$ cat src/rtl/alu_mc_pkg.sv
// Shared definitions for the multi-cycle ALU: base opcode encodings,
// M-extension function codes, FSM state type and operand-signedness helpers.
package alu_mc_pkg;

  // Base ALU codes, carried on op[3:0] when op[4] = 0
  localparam logic [3:0] OP_ADD    = 4'b0000;
  localparam logic [3:0] OP_SUB    = 4'b1000;
  localparam logic [3:0] OP_SLL    = 4'b0001;
  localparam logic [3:0] OP_SLT    = 4'b0010;
  localparam logic [3:0] OP_SLTU   = 4'b0011;
  localparam logic [3:0] OP_XOR    = 4'b0100;
  localparam logic [3:0] OP_SRL    = 4'b0101;
  localparam logic [3:0] OP_SRA    = 4'b1101;
  localparam logic [3:0] OP_OR     = 4'b0110;
  localparam logic [3:0] OP_AND    = 4'b0111;
  localparam logic [3:0] OP_PASS_B = 4'b1001;

  // M-extension function codes, carried on op[2:0] when op[4] = 1
  localparam logic [2:0] F_MUL    = 3'b000;
  localparam logic [2:0] F_MULH   = 3'b001;
  localparam logic [2:0] F_MULHSU = 3'b010;
  localparam logic [2:0] F_MULHU  = 3'b011;
  localparam logic [2:0] F_DIV    = 3'b100;
  localparam logic [2:0] F_DIVU   = 3'b101;
  localparam logic [2:0] F_REM    = 3'b110;
  localparam logic [2:0] F_REMU   = 3'b111;

  typedef enum logic [1:0] {
    ST_IDLE = 2'd0,
    ST_BUSY = 2'd1,
    ST_DONE = 2'd2
  } state_t;

  // Operand a is treated as two's complement for these functions
  function automatic logic f_signed_a(input logic [2:0] f);
    return (f == F_MULH) || (f == F_MULHSU) || (f == F_DIV) || (f == F_REM);
  endfunction

  // Operand b is treated as two's complement for these functions
  function automatic logic f_signed_b(input logic [2:0] f);
    return (f == F_MULH) || (f == F_DIV) || (f == F_REM);
  endfunction

endpackage

$ cat src/rtl/alu_mc_mdu_iter.sv
// Iterative multiply/divide unit: shift-add multiplier and restoring divider
// sharing one accumulator pair. Works on magnitudes and fixes signs at the end.
// Built only when ALU_MC_MDU_EN is defined. A start pulse loads the operands;
// the following XLEN cycles each perform one iteration, and done/res are
// presented combinationally during the last iteration so the caller can
// register the final value on that same edge.
`ifdef ALU_MC_MDU_EN
module alu_mc_mdu_iter
  import alu_mc_pkg::*;
#(
  parameter int XLEN = 32,
  parameter int SHW  = $clog2(XLEN)
) (
  input  logic            clk,
  input  logic            rst,
  input  logic            start,
  input  logic [2:0]      func,
  input  logic [XLEN-1:0] a,
  input  logic [XLEN-1:0] b,
  output logic            done,
  output logic [XLEN-1:0] res
);

  logic              busy;
  logic [SHW-1:0]    cnt;
  logic [XLEN-1:0]   hi;
  logic [XLEN-1:0]   lo;
  logic [XLEN-1:0]   mop;
  logic [2:0]        fn;
  logic              neg_q;
  logic              neg_r;
  logic              is_div;

  logic              a_neg;
  logic              b_neg;
  logic [XLEN-1:0]   a_mag;
  logic [XLEN-1:0]   b_mag;

  logic [XLEN:0]     sum;
  logic [XLEN:0]     shifted;
  logic [XLEN-1:0]   diff;
  logic              ge;
  logic [XLEN-1:0]   hi_nx;
  logic [XLEN-1:0]   lo_nx;

  logic [2*XLEN-1:0] prod;
  logic [2*XLEN-1:0] prod_fix;
  logic [XLEN-1:0]   q_fix;
  logic [XLEN-1:0]   r_fix;

  assign is_div = fn[2];
  assign done   = busy && (cnt == SHW'(XLEN - 1));

  // Reduce signed operands to magnitudes before loading the iterator
  always_comb begin
    a_neg = f_signed_a(func) & a[XLEN-1];
    b_neg = f_signed_b(func) & b[XLEN-1];
    a_mag = a_neg ? -a : a;
    b_mag = b_neg ? -b : b;
  end

  // One iteration: multiplier consumes lo LSB-first, divider consumes lo MSB-first
  always_comb begin
    sum     = {1'b0, hi} + (lo[0] ? {1'b0, mop} : '0);
    shifted = {hi, lo[XLEN-1]};
    ge      = (shifted >= {1'b0, mop});
    // when ge holds the true difference is below mop, so XLEN bits are exact
    diff    = shifted[XLEN-1:0] - mop;
    if (is_div) begin
      hi_nx = ge ? diff : shifted[XLEN-1:0];
      lo_nx = {lo[XLEN-2:0], ge};
    end else begin
      hi_nx = sum[XLEN:1];
      lo_nx = {sum[0], lo[XLEN-1:1]};
    end
  end

  // Sign correction and result selection from the post-iteration value
  always_comb begin
    prod     = {hi_nx, lo_nx};
    prod_fix = neg_q ? -prod : prod;
    q_fix    = neg_q ? -lo_nx : lo_nx;
    r_fix    = neg_r ? -hi_nx : hi_nx;
    case (fn)
      F_MUL:                     res = prod_fix[XLEN-1:0];
      F_MULH, F_MULHSU, F_MULHU: res = prod_fix[2*XLEN-1:XLEN];
      F_DIV, F_DIVU:             res = q_fix;
      default:                   res = r_fix;
    endcase
  end

  // Iteration control: busy flag and iteration counter
  always_ff @(posedge clk) begin
    if (rst) begin
      busy <= 1'b0;
      cnt  <= '0;
    end else if (start) begin
      busy <= 1'b1;
      cnt  <= '0;
    end else if (busy) begin
      cnt <= cnt + SHW'(1);
      if (done) begin
        busy <= 1'b0;
      end
    end
  end

  // Datapath: load on start, advance one step per busy cycle
  always_ff @(posedge clk) begin
    if (start) begin
      fn    <= func;
      neg_q <= a_neg ^ b_neg;
      neg_r <= a_neg;
      hi    <= '0;
      if (func[2]) begin
        lo  <= a_mag;
        mop <= b_mag;
      end else begin
        lo  <= b_mag;
        mop <= a_mag;
      end
    end else if (busy) begin
      hi <= hi_nx;
      lo <= lo_nx;
    end
  end

endmodule
`endif

$ cat src/rtl/alu_mc.sv
// Multi-cycle ALU with IDLE/BUSY/DONE handshake FSM. Base operations and
// corner cases finish in one cycle; multiply/divide iterate for XLEN cycles.
// Optional feature macro: ALU_MC_MDU_EN builds the M-extension datapath;
// without it every op[4]=1 request returns result 0 with err set.
module alu_mc
  import alu_mc_pkg::*;
#(
  parameter int XLEN = 32,
  parameter int SHW  = $clog2(XLEN)
) (
  input  logic            clk,
  input  logic            rst,
  input  logic            in_valid,
  output logic            in_ready,
  input  logic [4:0]      op,
  input  logic [XLEN-1:0] a,
  input  logic [XLEN-1:0] b,
  output logic            out_valid,
  input  logic            out_ready,
  output logic [XLEN-1:0] result,
  output logic            err
);

  state_t          state;
  logic [XLEN-1:0] base_res;
  logic            base_err;
  logic [XLEN-1:0] imm_res;
  logic            imm_err;
  logic            go_busy;

  // Single-cycle base ALU; returns {err, result}
  function automatic logic [XLEN:0] base_alu(input logic [3:0]      code,
                                             input logic [XLEN-1:0] x,
                                             input logic [XLEN-1:0] y);
    logic signed [XLEN-1:0] xs;
    logic signed [XLEN-1:0] ys;
    logic [SHW-1:0]         sh;
    logic [XLEN-1:0]        r;
    logic                   e;
    xs = x;
    ys = y;
    sh = y[SHW-1:0];
    r  = '0;
    e  = 1'b0;
    case (code)
      OP_ADD:    r = x + y;
      OP_SUB:    r = x - y;
      OP_SLL:    r = x << sh;
      OP_SLT:    r = {{(XLEN-1){1'b0}}, (xs < ys)};
      OP_SLTU:   r = {{(XLEN-1){1'b0}}, (x < y)};
      OP_XOR:    r = x ^ y;
      OP_SRL:    r = x >> sh;
      OP_SRA:    r = xs >>> sh;
      OP_OR:     r = x | y;
      OP_AND:    r = x & y;
      OP_PASS_B: r = y;
      default:   e = 1'b1;
    endcase
    return {e, r};
  endfunction

  assign in_ready = (state == ST_IDLE);

  // Base ALU evaluated on the live request operands
  always_comb begin
    {base_err, base_res} = base_alu(op[3:0], a, b);
  end

`ifdef ALU_MC_MDU_EN
  localparam logic [XLEN-1:0] MIN_NEG = {1'b1, {(XLEN-1){1'b0}}};

  logic            mdu_start;
  logic            mdu_done;
  logic [XLEN-1:0] mdu_res;
  logic            b_zero;
  logic            sovf;

  // Choose single-cycle answer or hand off to the iterative unit
  always_comb begin
    b_zero  = (b == '0);
    sovf    = ((op[2:0] == F_DIV) || (op[2:0] == F_REM)) &&
              (a == MIN_NEG) && (b == '1);
    imm_res = base_res;
    imm_err = base_err;
    go_busy = 1'b0;
    if (op[4]) begin
      imm_err = 1'b0;
      if (op[2] && b_zero) begin
        imm_res = op[1] ? a : '1;
      end else if (sovf) begin
        imm_res = op[1] ? '0 : a;
      end else begin
        imm_res = '0;
        go_busy = 1'b1;
      end
    end
  end

  assign mdu_start = in_valid && in_ready && go_busy;

  alu_mc_mdu_iter #(
    .XLEN (XLEN),
    .SHW  (SHW)
  ) u_mdu (
    .clk   (clk),
    .rst   (rst),
    .start (mdu_start),
    .func  (op[2:0]),
    .a     (a),
    .b     (b),
    .done  (mdu_done),
    .res   (mdu_res)
  );
`else
  // Without the M-extension every op[4]=1 request is unsupported
  always_comb begin
    imm_res = base_res;
    imm_err = base_err;
    go_busy = 1'b0;
    if (op[4]) begin
      imm_res = '0;
      imm_err = 1'b1;
    end
  end
`endif

  // Handshake FSM with registered result, err and out_valid
  always_ff @(posedge clk) begin
    if (rst) begin
      state     <= ST_IDLE;
      out_valid <= 1'b0;
      result    <= '0;
      err       <= 1'b0;
    end else begin
      case (state)
        ST_IDLE: begin
          if (in_valid) begin
            if (go_busy) begin
              state <= ST_BUSY;
            end else begin
              state     <= ST_DONE;
              out_valid <= 1'b1;
              result    <= imm_res;
              err       <= imm_err;
            end
          end
        end
        ST_BUSY: begin
`ifdef ALU_MC_MDU_EN
          if (mdu_done) begin
            state     <= ST_DONE;
            out_valid <= 1'b1;
            result    <= mdu_res;
            err       <= 1'b0;
          end
`else
          state <= ST_IDLE;
`endif
        end
        ST_DONE: begin
          if (out_ready) begin
            state     <= ST_IDLE;
            out_valid <= 1'b0;
          end
        end
        default: state <= ST_IDLE;
      endcase
    end
  end

endmodule

$ cat config.mk
export PLATFORM = sky130hd
export DESIGN_NAME = alu_mc
export DESIGN_NICKNAME = d
export VERILOG_FILES = /design/src/rtl/alu_mc_pkg.sv /design/src/rtl/alu_mc_mdu_iter.sv /design/src/rtl/alu_mc.sv
export SDC_FILE = /design/constraint.sdc
export NUM_CORES = 1
export LEC_CHECK = 0
export CAP_MARGIN = 0
export CORE_MARGIN = 2
export CORE_UTILIZATION = 45
export DETAILED_ROUTE_END_ITERATION = 16
export PLACE_DENSITY_LB_ADDON = 0.25
export SLEW_MARGIN = 25
export SYNTH_ARGS = -nofsm -noshare
export SYNTH_HDL_FRONTEND = slang
export SYNTH_SLANG_ARGS = --single-unit
$ cat constraint.sdc
create_clock -name clk -period 5.78 [get_ports clk]
set_clock_uncertainty 0.2 [all_clocks]
set_input_delay 1.156 -clock clk [delete_from_list [all_inputs] [get_ports clk]]
set_output_delay 1.156 -clock clk [all_outputs]
set_load 0.01 [all_outputs]
==> metrics.txt <==
Max rail drop VDD=between 0.1 and 0.15 mV; status=finished, final reports clean; top_reg_cell synth=dfxtp_1; final cycle utilization of the critical path=83.7%; Flop pwr share=about 15%; Static Leak=slightly below 5 nW; GRT overflow=0; post-cts sizing count=0; CP max stage delay=approximately 0.73 ns; FF-to-FF End=result[18]$_SDFFE_PP0P_; delay-heaviest family, CP=compound AO/OA/AOI/OAI gates; cts hold-fix bufs=0; RePlAce Congestion=between 1 and 1.5; WP depth=12; Antenna Diode Count=0; YS warnings=0; Worst Path Buf+Inv=2; CTS Buf Count=5; Slew Viols, Final=0; Max FO, Critical Path=13; post-DR wirelength/cell=around 29 um; number of flops mapped to enable cells by yosys=0; Netlist Area Pre-Place=around 0.011 sq mm; combinational power share=between 60% and 70%; die height=157 um; f_max=approximately 0.21 GHz; Power Dens Cells=around 140 mW/mm^2; Tot Pwr=about 0.0017 W; Worst-path clk slew=about 0.060 ns; reg-to-reg critical path startpoint=out_valid$_SDFFE_PP0P_; switch share=between 50% and 60%; switching pwr=0.000864 W; post-layout minimum cycle time=roughly 4.8 ns; unrepaired setup endpoints after global routing=no; die area=0.0246 sq mm; first-pass GRT wire length=slightly above 80,000 um; crit-path cells=clkdlybuf4s50_1 -> inv_1 -> ha_1 -> nor2b_1 -> o31ai_4 -> a31oi_1 -> a311oi_2 -> a21oi_2 -> a221o_2 -> a221oi_4 -> o21ai_1 -> a221oi_1; distinct cell type count after synthesis=between 80 and 90; HPWL Detailed=between 40,000 and 50,000 um; Starting Density=between 40% and 50%; Clock Sink Count=34; Total GRT Usage=a little under half; vias in the first global route=12,300; First DRT Iteration DRCs=2,279; Seq/Total Area, Yosys=about 6.5%; Post-Syn Area per Cell=slightly below 7 sq um; clk buf depth=2; Worst Hold Class=reg -> reg; vias per cell=7.00; Fin. Hold Viols=0; antenna viol nets, final=0; Synth Net Count=1,725; Crit path arrival time=4.85 ns; hold endpoint=result[27]$_SDFFE_PP0P_; CTS tree=built; Nets=around 1,800; final wirelength=~56,000 um; H-tree depth=2; hold path start=result[27]$_SDFFE_PP0P_; measured slew at the worst slew-check pin=about 1.0 ns; max-cap check violation count=0; Post-CTS Repair Setup Buffers=0; Hold Path Depth=2; critical path class=in -> reg; initial antenna violation count=1; via count=approximately 13,000; clock share of power=19.4%; Critical-path top delay cell=clkdlybuf4s50_1; internal power=between 0.0008 and 0.0009 W; Setup TNS=0 ns; r2r setup slk=2.84 ns; CTS Root Cell=clkbuf_16; first drt pass iteration count=11; Worst setup SP type=primary input; worst slack, placed=between 0.7 and 0.8 ns; Slew headroom=32.5%; Async S/R FF share, synth=0%; standard-cell row count=55; worst skew pair latency=around 0.30 ns; area added between synthesis and finish=15.4%; layout cells sized above 1=a little over a tenth; Finish-stage setup viols=0; number of I/O port buffers=around 110; worst setup margin=0.945 ns; Core ar.=0.0228 sq mm; CP Data Required Time=5.79 ns; Worst Setup End Kind=flip-flop; register bit total from synthesis=34; Synth Instances=1,546; fill count=approximately 2,300; Top Ports=108; DRC viols=0; DIE WIDTH=roughly 160 um; Worst Reg-to-Reg Cells=8; pin count of the biggest net entering global routing=91
registers in the layout (all words and copies together) (netlist names):
| name | flops |
|---|---|
| result | 32 |
| err | 1 |
| out_valid | 1 |
area by class of cell:
type	count	area, sq um	area share, %
Multi-Input combinational cell	1284	8880	73.2
Tap cell	313	392	3.23
Clock buffer	5	125	1.03
Timing Repair Buffer	185	1650	13.6
Inverter	96	360	2.97
Clock inverter	3	40.0	0.330
Sequential cell	34	681	5.61
metrics by stage:
stage / util (%) / instances / hold slack [ns] / area, sq um
5_1_grt: 53.3 / 1920 / 0.267 / 12100
3_5_place_dp: 52.5 / 1912 / 0.244 / 12000
6_report: 53.3 / 1920 / 0.247 / 12100
4_1_cts: 53.3 / 1920 / 0.252 / 12100
2_1_floorplan: - / 1546 / 0.270 / 10500
3_3_place_gp: 52.5 / 1912 / 0.236 / 12000
Yosys cell counts (all sizes together), types with 11 or more instances:
| library cell | n | area [sq um] |
|---|---|---|
| a211oi | 40 | 300 |
| a21o | 17 | 128 |
| a21oi | 160 | 808 |
| a221o | 11 | 111 |
| a221oi | 27 | 260 |
| a222oi | 14 | 140 |
| a31oi | 18 | 113 |
| buf | 66 | 355 |
| clkbuf | 66 | 248 |
| dfxtp | 34 | 681 |
| ha | 104 | 1300 |
| inv | 96 | 360 |
| mux2 | 22 | 248 |
| mux2i | 55 | 551 |
| mux4 | 24 | 541 |
| nand2 | 157 | 589 |
| nand3 | 28 | 140 |
| nor2 | 165 | 619 |
| nor2b | 18 | 113 |
| nor3 | 36 | 185 |
| o211ai | 30 | 225 |
| o21ai | 128 | 641 |
| o221ai | 16 | 146 |
| o22ai | 17 | 106 |
| o31ai | 13 | 111 |
cell families (layout without fill, tap and decap cells):
group	after synthesis	in the layout	synth area share [%]
and+or+nand+nor	477	477	20.3
DFF	34	34	6.47
muxes	101	101	12.7
adders and majority gates	106	106	12.8
xor gates and xnor gates	12	12	0.999
buffers and inverters	228	289	9.16
AOI/OAI and AO/OA	588	588	37.6
how the worst max path moves through the flow:
stage | start | to | slack (ns)
floorplan | b[2] | result[21]$_SDFFE_PP0P_ | 1.06
global placement | a[10] | result[0]$_SDFFE_PP0P_ | 0.80
detailed placement | a[10] | result[0]$_SDFFE_PP0P_ | 0.72
CTS | a[10] | result[0]$_SDFFE_PP0P_ | 1.04
global route | a[1] | result[31]$_SDFFE_PP0P_ | 0.73
finish | a[10] | result[0]$_SDFFE_PP0P_ | 0.94
tightest hold or removal path, delay by kind of cell (launching register included):
kind / cells / cell delay, ns
simple gates: 1 / 0.05
flops: 1 / 0.31
compound gates: 1 / 0.05
metal layers:
metal | track usage [%] | part of all wire, % | vias up
li1 | - | - | 5906
met1 | 59.6 | 38 | 6225
met2 | 69.2 | 42 | 1108
met3 | 9.36 | 13 | 198
met4 | 23.7 | 6.6 | 0
met5 | 0 | 0 | -
cells in the final DEF, fill, tap and decap left out, types with 10 or more instances in the layout:
cell type / n
a211oi_1: 40
a21o_1: 17
a21oi_1: 158
a221o_1: 10
a221oi_1: 25
a222oi_1: 14
a31oi_1: 18
and3_1: 10
buf_4: 78
clkdlybuf4s50_1: 103
dfxtp_1: 34
ha_1: 104
inv_1: 90
mux2_2: 21
mux2i_1: 55
mux4_2: 24
nand2_1: 157
nand2b_1: 10
nand3_1: 28
nand4_1: 10
nor2_1: 165
nor2b_1: 18
nor3_1: 34
o211ai_1: 30
o21ai_0: 119
o221ai_1: 15
o22ai_1: 17
o31ai_1: 12
power by group through the flow:
stage	combinational (W)	clock, W	sequential (W)
3_5_place_dp	0.00106	0	0.000252
6_report	0.00112	0.000329	0.000247
2_1_floorplan	0.000649	0	0.000254
4_1_cts	0.00107	0.000331	0.000247
3_3_place_gp	0.00106	0	0.000252
5_1_grt	0.00117	0.000337	0.000248
No activity file was read; power rests on OpenSTA's default activity.
